==> config.mk <==
export PLATFORM = sky130hd
export DESIGN_NAME = dma_cfg_slave
export DESIGN_NICKNAME = d
export VERILOG_FILES = /design/src/rtl/dma_cfg_slave.sv
export SDC_FILE = /design/constraint.sdc
export NUM_CORES = 1
export LEC_CHECK = 0
export CORE_MARGIN = 3
export CORE_UTILIZATION = 40
export CTS_CLUSTER_SIZE = 30
export DETAILED_ROUTE_END_ITERATION = 10
export MAX_ROUTING_LAYER = met4
export PLACE_DENSITY = 0.81
export REMOVE_ABC_BUFFERS = 1
export SYNTH_ARGS = -nofsm -noshare
export SYNTH_HDL_FRONTEND = slang
export SYNTH_SLANG_ARGS = --single-unit
==> constraint.sdc <==
create_clock -name clk -period 6 [get_ports clk]
set_input_delay 0.9 -clock clk [delete_from_list [all_inputs] [get_ports clk]]
set_output_delay 0.9 -clock clk [all_outputs]
set_load 0.01 [all_outputs]
==> src/rtl/dma_cfg_slave.sv <==
// AXI register slave in front of the DMA engine: holds source/destination/quantity
// configuration, issues the start pulse and turns the finish pulse into status/irq.
module dma_cfg_slave #(
    parameter int IDW    = 8,
    parameter int ADDR_W = 32,
    parameter int DATA_W = 32,
    parameter int LEN_W  = 4
) (
    input  logic                clk,
    input  logic                rst,
    input  logic [IDW-1:0]      awid,
    input  logic [ADDR_W-1:0]   awaddr,
    input  logic [LEN_W-1:0]    awlen,
    input  logic [2:0]          awsize,
    input  logic [1:0]          awburst,
    input  logic                awvalid,
    output logic                awready,
    input  logic [DATA_W-1:0]   wdata,
    input  logic [DATA_W/8-1:0] wstrb,
    input  logic                wlast,
    input  logic                wvalid,
    output logic                wready,
    output logic [IDW-1:0]      bid,
    output logic [1:0]          bresp,
    output logic                bvalid,
    input  logic                bready,
    input  logic [IDW-1:0]      arid,
    input  logic [ADDR_W-1:0]   araddr,
    input  logic [LEN_W-1:0]    arlen,
    input  logic [2:0]          arsize,
    input  logic [1:0]          arburst,
    input  logic                arvalid,
    output logic                arready,
    output logic [IDW-1:0]      rid,
    output logic [DATA_W-1:0]   rdata,
    output logic [1:0]          rresp,
    output logic                rlast,
    output logic                rvalid,
    input  logic                rready,
    output logic                dma_en_o,
    output logic [DATA_W-1:0]   src_addr_o,
    output logic [DATA_W-1:0]   dst_addr_o,
    output logic [DATA_W-1:0]   data_qty_o,
    input  logic                dma_fin_i,
    output logic                irq_o
);

    localparam int STRB_W = DATA_W / 8;

    localparam logic [11:0] OFF_SRC    = 12'h000;
    localparam logic [11:0] OFF_DST    = 12'h004;
    localparam logic [11:0] OFF_QTY    = 12'h008;
    localparam logic [11:0] OFF_CTRL   = 12'h00C;
    localparam logic [11:0] OFF_STATUS = 12'h010;
    localparam logic [11:0] OFF_IE     = 12'h014;

    localparam logic [1:0] BURST_FIXED = 2'b00;
    localparam logic [1:0] RESP_OKAY   = 2'b00;
    localparam logic [1:0] RESP_SLVERR = 2'b10;

    typedef enum logic [1:0] {IDLE, WDATA, BRESP, RDATA} state_t;

    state_t state_q, state_d;

    logic [IDW-1:0]    id_q;
    logic [ADDR_W-1:0] addr_q, addr_nxt;
    logic [LEN_W-1:0]  len_q, cnt_q;
    logic              fixed_q, err_q;
    logic [DATA_W-1:0] src_q, dst_q, qty_q, rdata_q;
    logic [1:0]        rresp_q;
    logic              busy_q, done_q, ie_q, dma_en_q;

    logic              aw_hs, ar_hs, w_hs, b_hs, r_hs, last_beat;
    logic [11:0]       w_off, rd_off;
    logic              w_mapped, wr_cfg, start, clr_done, ie_wr;
    logic [DATA_W:0]   rd_word;   // {unmapped, data}

    // Transfer sizes are not used: every beat is one full register.
    logic unused_size;
    assign unused_size = ^{awsize, arsize};

    function automatic logic [DATA_W-1:0] merge_bytes(input logic [DATA_W-1:0] cur,
                                                      input logic [DATA_W-1:0] nw,
                                                      input logic [STRB_W-1:0] strb);
        merge_bytes = cur;
        for (int i = 0; i < STRB_W; i++)
            if (strb[i]) merge_bytes[8*i +: 8] = nw[8*i +: 8];
    endfunction

    assign aw_hs     = (state_q == IDLE)  && awvalid;
    assign ar_hs     = (state_q == IDLE)  && arvalid && !awvalid;
    assign w_hs      = (state_q == WDATA) && wvalid;
    assign b_hs      = (state_q == BRESP) && bready;
    assign r_hs      = (state_q == RDATA) && rready;
    assign last_beat = (cnt_q == len_q);
    assign addr_nxt  = fixed_q ? addr_q : addr_q + ADDR_W'(4);

    assign w_off    = addr_q[11:0];
    assign w_mapped = w_off inside {OFF_SRC, OFF_DST, OFF_QTY, OFF_CTRL, OFF_STATUS, OFF_IE};
    assign wr_cfg   = w_hs && !busy_q;
    assign start    = wr_cfg && (w_off == OFF_CTRL) && wstrb[0] && wdata[0];
    assign clr_done = w_hs && (w_off == OFF_STATUS) && wstrb[0] && wdata[1];
    assign ie_wr    = w_hs && (w_off == OFF_IE) && wstrb[0];

    always_ff @(posedge clk or posedge rst) begin
        if (rst) state_q <= IDLE;
        else     state_q <= state_d;
    end

    // NOTE: every output is defaulted before the case so no path can infer a latch.
    always_comb begin
        state_d = state_q;
        awready = 1'b0;
        arready = 1'b0;
        wready  = 1'b0;
        bvalid  = 1'b0;
        rvalid  = 1'b0;
        case (state_q)
            IDLE: begin
                awready = 1'b1;
                arready = !awvalid;
                if (aw_hs)      state_d = WDATA;
                else if (ar_hs) state_d = RDATA;
            end
            WDATA: begin
                wready = 1'b1;
                if (w_hs && (wlast || last_beat)) state_d = BRESP;
            end
            BRESP: begin
                bvalid = 1'b1;
                if (b_hs) state_d = IDLE;
            end
            RDATA: begin
                rvalid = 1'b1;
                if (r_hs && last_beat) state_d = IDLE;
            end
            default: state_d = IDLE;
        endcase
    end

    // Read mux looks at the address of the beat about to be presented.
    assign rd_off = ar_hs ? araddr[11:0] : addr_nxt[11:0];

    always_comb begin
        rd_word = '0;
        case (rd_off)
            OFF_SRC:    rd_word[DATA_W-1:0] = src_q;
            OFF_DST:    rd_word[DATA_W-1:0] = dst_q;
            OFF_QTY:    rd_word[DATA_W-1:0] = qty_q;
            OFF_CTRL:   rd_word = '0;
            OFF_STATUS: rd_word[1:0] = {done_q, busy_q};
            OFF_IE:     rd_word[0] = ie_q;
            default:    rd_word[DATA_W] = 1'b1;
        endcase
    end

    // NOTE: read data is captured when a beat is loaded, so it holds under
    // back-pressure even if STATUS changes while rready is low.
    always_ff @(posedge clk or posedge rst) begin
        if (rst) begin
            id_q    <= '0;
            addr_q  <= '0;
            len_q   <= '0;
            cnt_q   <= '0;
            fixed_q <= 1'b0;
            err_q   <= 1'b0;
            rdata_q <= '0;
            rresp_q <= RESP_OKAY;
        end else begin
            if (aw_hs || ar_hs) begin
                id_q    <= aw_hs ? awid   : arid;
                addr_q  <= aw_hs ? awaddr : araddr;
                len_q   <= aw_hs ? awlen  : arlen;
                fixed_q <= ((aw_hs ? awburst : arburst) == BURST_FIXED);
                cnt_q   <= '0;
                err_q   <= 1'b0;
            end
            if (ar_hs || (r_hs && !last_beat)) begin
                rdata_q <= rd_word[DATA_W-1:0];
                rresp_q <= rd_word[DATA_W] ? RESP_SLVERR : RESP_OKAY;
            end
            if (w_hs || (r_hs && !last_beat)) begin
                addr_q <= addr_nxt;
                cnt_q  <= cnt_q + LEN_W'(1);
            end
            if (w_hs && !w_mapped) err_q <= 1'b1;
        end
    end

    // Configuration is frozen while the engine runs; finish beats a same-cycle clear.
    always_ff @(posedge clk or posedge rst) begin
        if (rst) begin
            src_q    <= '0;
            dst_q    <= '0;
            qty_q    <= '0;
            busy_q   <= 1'b0;
            done_q   <= 1'b0;
            ie_q     <= 1'b0;
            dma_en_q <= 1'b0;
        end else begin
            dma_en_q <= start;
            if (wr_cfg && (w_off == OFF_SRC)) src_q <= merge_bytes(src_q, wdata, wstrb);
            if (wr_cfg && (w_off == OFF_DST)) dst_q <= merge_bytes(dst_q, wdata, wstrb);
            if (wr_cfg && (w_off == OFF_QTY)) qty_q <= merge_bytes(qty_q, wdata, wstrb);
            if (start)          busy_q <= 1'b1;
            else if (dma_fin_i) busy_q <= 1'b0;
            if (dma_fin_i)     done_q <= 1'b1;
            else if (clr_done) done_q <= 1'b0;
            if (ie_wr) ie_q <= wdata[0];
        end
    end

    assign bid        = id_q;
    assign rid        = id_q;
    assign bresp      = ((state_q == BRESP) && err_q) ? RESP_SLVERR : RESP_OKAY;
    assign rdata      = rdata_q;
    assign rresp      = rresp_q;
    assign rlast      = (state_q == RDATA) && last_beat;
    assign dma_en_o   = dma_en_q;
    assign src_addr_o = src_q;
    assign dst_addr_o = dst_q;
    assign data_qty_o = qty_q;
    assign irq_o      = done_q & ie_q;

endmodule
==> run metrics, run 1 <==
status completed; Num CTS Buffers 17; grt total ovfl 0; # resized after CTS 0; core area 0.0196 mm²; Avg Cell Area, Syn approximately 13 µm²; htree depth 4; PD cells 364 mW/mm²; number of diodes 0; detailed-route DRC error count 0; Worst Max-Slew Pin Slew roughly 1000 ps; die area 0.0219 mm²; pin count of the biggest net entering global routing 76; final setup vio count 0; hold crit path type register to register; Tcrit/Tclk final 0.633; gr usage total 0.218; Yosys reg bits roughly 170; port bufs 250; critical path fanouts, max 19; Area Growth Syn to Fin 40.3%; peak supply drop between 0.2 and 0.3 mV; commonest non-fill, non-tap cell in the layout clkdlybuf4s50_1; hpwl dp 16100 µm; Rel. slew slack 0.305; share of cells above drive strength 1 0.200; Post-synth EDFFs 0; DR WL/cell between 15 and 20 µm; vias per cell ~5.4; DRT iter0 DRCs roughly 330; Ports ~300; Max-Cap Viols 0; Max Slew Vio Count 0; Period minus WS final ~3800 ps; RSZ-0062 raised after global routing no; post-route cell area between 0.01 and 0.015 mm²; initial antenna violation count 0; worst-case clock skew ~7.6 ps; vias in the first global route around 6500; Leak between 4 and 5 nW; final-report hold violation count 0; Mapped Area roughly 0.0080 mm²; CTS tree yes; synth unique cells 57; Yosys warnings 0; Std-Cell Rows 51; cells along the critical path clkdlybuf4s50_1 -> nor4b_2 -> nor3_1 -> a2bb2oi_2 -> nor2_2 -> nand2_2 -> buf_4 -> o2bb2ai_2 -> a22o_1; post-route ant nets 0; Worst-Skew Late Latency between 400 and 500 ps; die width around 150 µm; Async S/R FF share, synth 1.00; DP Area between 0.01 and 0.015 mm²; CTS Root Cell clkbuf_16; DRT Wirelength ~23000 µm; Initial DRT Pass Iterations 4; Die Ht 148 µm; Hold Buf Count CTS 0; fin cells about 1200; nets 1022; CP Launch Type input pin; Seq/Total Area, Yosys 0.513; Fmax achieved 263 MHz; Crit path required time around 6300 ps; WS Path Type input pin to register; critical path endpoint category register; most frequent cells in the layout clkdlybuf4s50_1 (250), dfrtp_1 (165), mux2_2 (79); Placed Instances ~1100; clock transition at the registers of the reported paths roughly 70 ps; Slowest-stage cell, CP nor4b_2; Vias slightly above 6000; first-pass GRT wire length 36400 µm; Gate Count Post-Synth 639; TritonCTS Sinks approximately 170; Post-CTS Setup Repair Bufs 0; prevailing post-synth register cell dfrtp_1; Initial Utilization 0.411; Max clock buf depth 2; peak per-stage delay on the critical path 880 ps; routability congestion estimate from global placement 0.862; critical path arrival a little over 4000 ps
## worst paths after layout
check,start,cells past startpoint,slack (ps),endpoint
worst max-delay path,awvalid,9,2200,rdata[8]$_DFFE_PP0P_
worst min-delay path,rdata[13]$_DFFE_PP0P_,1,510,rdata[13]$_DFFE_PP0P_
worst max register to register,state_q[1]$_DFFE_PP0P_,8,2600,rdata[8]$_DFFE_PP0P_
worst min register to register,rdata[13]$_DFFE_PP0P_,1,510,rdata[13]$_DFFE_PP0P_
max in group asynchronous,rst,3,3820,rdata[14]$_DFFE_PP0P_
min in group asynchronous,rst,2,880,data_qty_o[20]$_DFFE_PP0P_
## worst max-delay path, delay by kind of cell
family	cells	cell delay, ps
compound gates	3	620
buf+inv	2	890
simple gates	4	1690
## metrics by stage
| step | setup TNS [ps] | hold slack [ps] | setup WS (ps) | power [mW] | utilization |
|---|---|---|---|---|---|
| 6_report | 0 | 505 | 2200 | 4.11 | 0.576 |
| 5_1_grt | 0 | 523 | 2010 | 4.34 | 0.576 |
| 4_1_cts | 0 | 509 | 2200 | 4.14 | 0.576 |
| 3_5_place_dp | 0 | 490 | 1760 | 3.08 | 0.547 |
| 3_3_place_gp | 0 | 482 | 1740 | 3.04 | 0.547 |
| 2_1_floorplan | -38740 | 457 | -1220 | 2.36 | - |
## cells by family (layout without fill, tap and decap cells)
| kind of cell | after synthesis | in the layout | synth area share |
|---|---|---|---|
| adders and majority gates | 5 | 5 | 0.00777 |
| buffers and inverters | 54 | 301 | 0.0369 |
| other | 1 | 2 | 0.000466 |
| xor gates and xnor gates | 9 | 9 | 0.00980 |
| AOI/OAI and AO/OA | 141 | 141 | 0.153 |
| muxes | 145 | 145 | 0.197 |
| DFF | 165 | 165 | 0.513 |
| and+or+nand+nor | 119 | 119 | 0.0818 |
## area by class of cell
cell class	count	area, µm²
well taps	265	332
multi-input cells	421	3640
clock buffers	18	439
clock inverters	14	126
inverters	8	35.0
repair buffers	261	2580
fillers	1623	8300
flip-flops and latches	165	4130
## flip-flops by register name, summed over array words and instances (netlist names)
signal and cells:
rdata 32, len_q 4, src_addr_o 32, fixed_q 1, dma_en_o 1, err_q 1, done_q 1, cnt_q 4
busy_q 1, dst_addr_o 32, data_qty_o 32, bid 8, ie_q 1, addr_q 12, rresp 1, state_q 2
## cell usage after synthesis (2+ instances only)
library cell  instances  area share
dfrtp_1             165        0.51
buf_6                 5      0.0070
and2_0                2      0.0016
nor2_1               15      0.0070
and2_1                8      0.0062
ha_1                  5      0.0078
a21o_1                2      0.0019
a221o_1               2      0.0025
nand2_2              12      0.0093
o211ai_1              4      0.0037
or3_1                 2      0.0016
mux2_2               79        0.11
o21a_1                2      0.0019
nor4_1                5      0.0039
inv_1                 8      0.0037
or3b_2                2      0.0022
buf_2                15      0.0093
and3_1                3      0.0023
xnor2_1               3      0.0033
mux2i_1              47       0.058
nand4_1               2      0.0016
nor3_1                7      0.0044
o21ai_2               2      0.0022
or4_1                 2      0.0019
buf_4                10      0.0093
xor2_1                6      0.0065
a21oi_1              12      0.0075
a22o_1               32       0.035
mux2_1               18       0.025
a32o_1                2      0.0025
nand3_1              14      0.0087
o31ai_1               2      0.0019
o21ai_0              31       0.019
a22oi_1               9      0.0084
nor2b_1               5      0.0039
o2bb2ai_2            29       0.054
nand2_1              29       0.014
a31oi_1               2      0.0016
nand4b_1              2      0.0022
o311ai_1              5      0.0054
clkbuf_1             16      0.0075
## layer usage
layer | up-vias | global-route usage | part of all wire
met4 | 0 | 0.0624 | 0.019
met1 | 3116 | 0.273 | 0.42
li1 | 2840 | - | -
met2 | 196 | 0.359 | 0.50
met3 | 29 | 0.0484 | 0.058
met5 | - | - | 0
## report_power, final
part	internal (mW)	switching, mW	total (mW)	leakage (nW)
sequential	1.31	0.227	1.54	2.24
clock	0.586	0.462	1.05	0.277
combinational	0.750	0.772	1.52	2.44
total	2.65	1.46	4.11	4.96
No activity file was read; power rests on OpenSTA's default activity.
==> run 2, diff against run 1 <==
- PLACE_DENSITY: 0.81 -> 0.84
- clock period: 6 -> 3.4 ns (I/O delays scaled with it)
==> run 2 against run 1 <==
Net effect:
- core utilization is 1.0 points higher
- wire length is 1.7% lower
- non-clock buffer count up 7
- register-to-register slack got worse by 2200 ps
- clock skew about the same
- worst setup slack lost 1900 ps
- clock power rose by 99%
- global-route usage down 0.37 points
- largest power group is now combinational cells
==> run metrics, run 2 (same netlist as run 1, synthesis figures left out) <==
most frequent cells in the layout clkdlybuf4s50_1 (250), dfrtp_1 (165), mux2_2 (79); critical path endpoint category register; dpl ws approximately 200 ps; DRT Wirelength approximately 23000 µm; pin count of the biggest net entering global routing 53; Vias approximately 6200; Area Growth Syn to Fin 42.7%; total chip power around 7.5 mW; Leak between 5 and 6 nW; clock transition at the registers of the reported paths around 70 ps; post-route worst setup slack approximately 350 ps; port bufs between 200 and 300; Register-to-Register Setup Slack around 350 ps; cell family with the largest share of critical-path delay simple AND/OR/NAND/NOR gates; Fmax achieved approximately 330 MHz; WS Path Type register to register; DR WL/cell between 15 and 20 µm; peak supply drop just over 0.4 mV; peak per-stage delay on the critical path ~600 ps; first-pass GRT wire length around 36000 µm; TritonCTS Sinks around 170; final setup vio count 0; gr usage total 0.214; die area roughly 0.022 mm²; detailed-route DRC error count 0; commonest non-fill, non-tap cell in the layout clkdlybuf4s50_1; nets roughly 1000; worst-case clock skew around 8 ps; vias in the first global route about 6500; status completed; Num CTS Buffers 17; initial antenna violation count 0; Period minus WS final a little over 3000 ps; share of cells above drive strength 1 0.206; FF-to-FF End dst_addr_o[10]$_DFFE_PP0P_; FF-to-FF Start addr_q[6]$_DFFE_PP0P_; vias per cell between 5 and 6; cells along the critical path or4_1 -> nor4_1 -> nand3_1 -> nor3_1 -> and2_1 -> nand2_2 -> mux2_1; hpwl dp roughly 16000 µm; post-route ant nets 0; Worst-Skew Late Latency roughly 420 ps; number of diodes 0; CP endpoint dst_addr_o[10]$_DFFE_PP0P_; Std-Cell Rows just over 50; Levels on crit path 7; Ports about 300; critical path fanouts, max 9; Max Slew Vio Count 0; hold crit path type input pin to async pin; Post-CTS Setup Repair Bufs 0; CP Launch Type register; RSZ-0062 raised after global routing no; final-report hold violation count 0; CTS tree yes; Worst Max-Slew Pin Slew about 1100 ps; worst reg2reg path depth 7; routability congestion estimate from global placement 0.864; Initial Utilization 0.411; Die Ht 148 µm; grt total ovfl 0; Tcrit/Tclk final 0.896; core area approximately 0.020 mm²; worst setup path start addr_q[6]$_DFFE_PP0P_; Slowest-stage cell, CP or4_1; filler instances 1595; # resized after CTS 0; Buf+Inv Stages, Crit Path 0; critical path arrival approximately 3300 ps; PD cells between 600 and 700 mW/mm²; Hold Buf Count CTS 0; Max clock buf depth 2; Crit path required time 3700 ps; die width 148 µm; Initial DRT Pass Iterations 5; DP Area about 0.011 mm²; DRT iter0 DRCs ~270; Max-Cap Viols 0; htree depth 4; post-route cell area 0.0115 mm²; Rel. slew slack 0.294; CTS Root Cell clkbuf_16
run 2: cell type report:
type / instances / area, µm² / share of cell area
Tap cell: 265 / 332 / 0.0289
Clock inverter: 14 / 206 / 0.0180
Sequential cell: 165 / 4130 / 0.360
Timing Repair Buffer: 268 / 2700 / 0.235
Inverter: 8 / 35.0 / 0.00305
Clock buffer: 18 / 439 / 0.0382
Multi-Input combinational cell: 421 / 3640 / 0.317
run 2: worst min path at each step:
stage,to,cells past startpoint
finish,len_q[3]$_DFFE_PP0P_,2
CTS,rdata[13]$_DFFE_PP0P_,1
global route,rdata[11]$_DFFE_PP0P_,1
detailed placement,rdata[30]$_DFFE_PP0P_,1
floorplan,done_q$_DFFE_PP0P_,2
global placement,rdata[22]$_DFFE_PP0P_,1
run 2: metrics by stage:
stage / util / hold WS (ps) / setup TNS (ps) / cells
6_report: 0.586 / 507 / 0 / 1159
5_1_grt: 0.586 / 518 / 0 / 1159
4_1_cts: 0.586 / 510 / 0 / 1159
3_5_place_dp: 0.553 / 494 / 0 / 1127
3_3_place_gp: 0.553 / 486 / 0 / 1127
2_1_floorplan: - / 457 / -417720 / 594
run 2: routing by layer:
metal	up-vias	wire length [µm]	global-route usage
met4	0	552	0.0739
met5	-	0	-
li1	2859	-	-
met2	218	11200	0.346
met3	32	1250	0.0405
met1	3124	9580	0.273
run 2: power breakdown:
group          switching (mW)  leakage, nW  internal, mW
clock                   0.873        0.318          1.22
sequential              0.382         2.24          2.32
combinational            1.38         2.49          1.37
total                    2.64         5.05          4.90
==> run 3, diff against run 2 <==
- CORE_UTILIZATION: 40 -> 37
- PLACE_DENSITY: 0.84 -> 0.79
==> run 3 against run 2 <==
Net effect:
- core utilization is 4.6 points lower
- largest cell class unchanged
- worst setup slack gained 13 ps
- hold slack worse by 36 ps
- final cell count rose by 0.86%
- wire length up 0.63%
- via count shrank 0.87%
- die area grew 7.8%
==> run metrics, run 3 (same netlist as run 1, synthesis figures left out) <==
post-layout util 0.541; Std-Cell Rows 53; Vias 6179; Tcrit/Tclk final 0.892; Period minus WS final just over 3000 ps; Die Ht 153 µm; register area roughly 0.0041 mm²; Max clock buf depth 2; core area 0.0212 mm²; vias per cell ~5.3; DRT iter0 DRCs 279; Max-Cap Viols 0; commonest non-fill, non-tap cell in the layout clkdlybuf4s50_1; peak supply drop between 0.3 and 0.4 mV; vias in the first global route 6335; multi-input logic area around 0.0036 mm²; status completed; Leak 5.02 nW; Initial DRT Pass Iterations 5; # resized after CTS 0; pin count of the biggest net entering global routing 67; Worst Max-Slew Pin Slew about 1000 ps; Max Slew Vio Count 0; CTS Root Cell clkbuf_16; nets between 1000 and 1500; Hold Buf Count CTS 0; RSZ-0062 raised after global routing no; critical path fanouts, max 9; Num CTS Buffers 17; initial antenna violation count 1; grt total ovfl 0; fin cells 1169; PD cells 648 mW/mm²; FF-to-FF Start addr_q[6]$_DFFE_PP0P_; post-route ant nets 0; Fmax achieved between 300 and 400 MHz; routability congestion estimate from global placement 0.838; worst reg2reg path depth 7; DRT Wirelength ~23000 µm; Min Hold Slack about 470 ps; CTS tree yes; die width 153 µm; hpwl dp roughly 16000 µm; gr usage total 0.200; first-pass GRT wire length between 30000 and 40000 µm; Placed Instances around 1100; final setup vio count 0; dpl ws between 200 and 300 ps; Register-to-Register Setup Slack approximately 370 ps; share of cells above drive strength 1 0.205; htree depth 4; Crit path required time 3700 ps; Initial Utilization 0.379; DR WL/cell roughly 20 µm; clock transition at the registers of the reported paths around 80 ps; FF-to-FF End src_addr_o[10]$_DFFE_PP0P_; Worst-Skew Late Latency 420 ps; post-route worst setup slack roughly 370 ps; Ports 299; hold crit path type input pin to async pin; final-report hold violation count 0; worst-case clock skew between 10 and 15 ps; filler instances about 1800; die area between 0.02 and 0.025 mm²; WS Path Type register to register; port bufs between 200 and 300; CP Launch Type register; post-route cell area 0.0115 mm²; Rel. slew slack 0.300; Area Growth Syn to Fin 42.6%; most frequent cells in the layout clkdlybuf4s50_1 (250), dfrtp_1 (165), mux2_2 (79); critical path endpoint category register; TritonCTS Sinks 165; Post-CTS Setup Repair Bufs 0; DP Area around 0.011 mm²; detailed-route DRC error count 0; critical path arrival 3330 ps
run 3: worst max path at each step:
stage                                startpoint                          to  slack (ps)  cells after the start
after floorplan                         awvalid       rdata[10]$_DFFE_PP0P_       -3430                      5
after global placement                  awvalid        rdata[1]$_DFFE_PP0P_         300                      9
after detailed placement                awvalid        rdata[0]$_DFFE_PP0P_         280                      8
after CTS                 addr_q[6]$_DFFE_PP0P_  src_addr_o[10]$_DFFE_PP0P_         390                      7
after global routing      addr_q[6]$_DFFE_PP0P_  src_addr_o[10]$_DFFE_PP0P_         160                      7
final                     addr_q[6]$_DFFE_PP0P_  src_addr_o[10]$_DFFE_PP0P_         370                      7
run 3: stage by stage:
step | setup TNS (ps) | total power, mW
after global placement | 0 | 5.42
after detailed placement | 0 | 5.48
after floorplan | -417720 | 4.17
after global routing | 0 | 7.86
final | 0 | 7.44
after CTS | 0 | 7.51
run 3: power breakdown:
group          total [mW]  internal [mW]  switching (mW)
clock                1.99           1.12           0.876
sequential           2.71           2.32           0.395
combinational        2.73           1.37            1.36
run 3: routing by layer:
metal  share of wire  up-vias  GRT usage
met5               0        -          -
met4           0.014        0     0.0538
met3           0.057       19     0.0343
met2            0.50      207      0.332
met1            0.43     3088      0.255
li1                -     2865          -
run 3: critical path: stages, from the launching register on:
cell and delay, ps:
dfrtp_1 450, or4_1 560, nor4_1 400, nand3_1 190, nor3_1 290, and2_1 390, nand2_2 270, mux2_1 370
run 3: layout make-up:
class / count / area share
flip-flops and latches: 165 / 0.360
multi-input cells: 421 / 0.317
diodes: 1 / 0.000218
repair buffers: 267 / 0.236
clock inverters: 15 / 0.0165
inverters: 8 / 0.00305
well taps: 275 / 0.0300
clock buffers: 17 / 0.0371
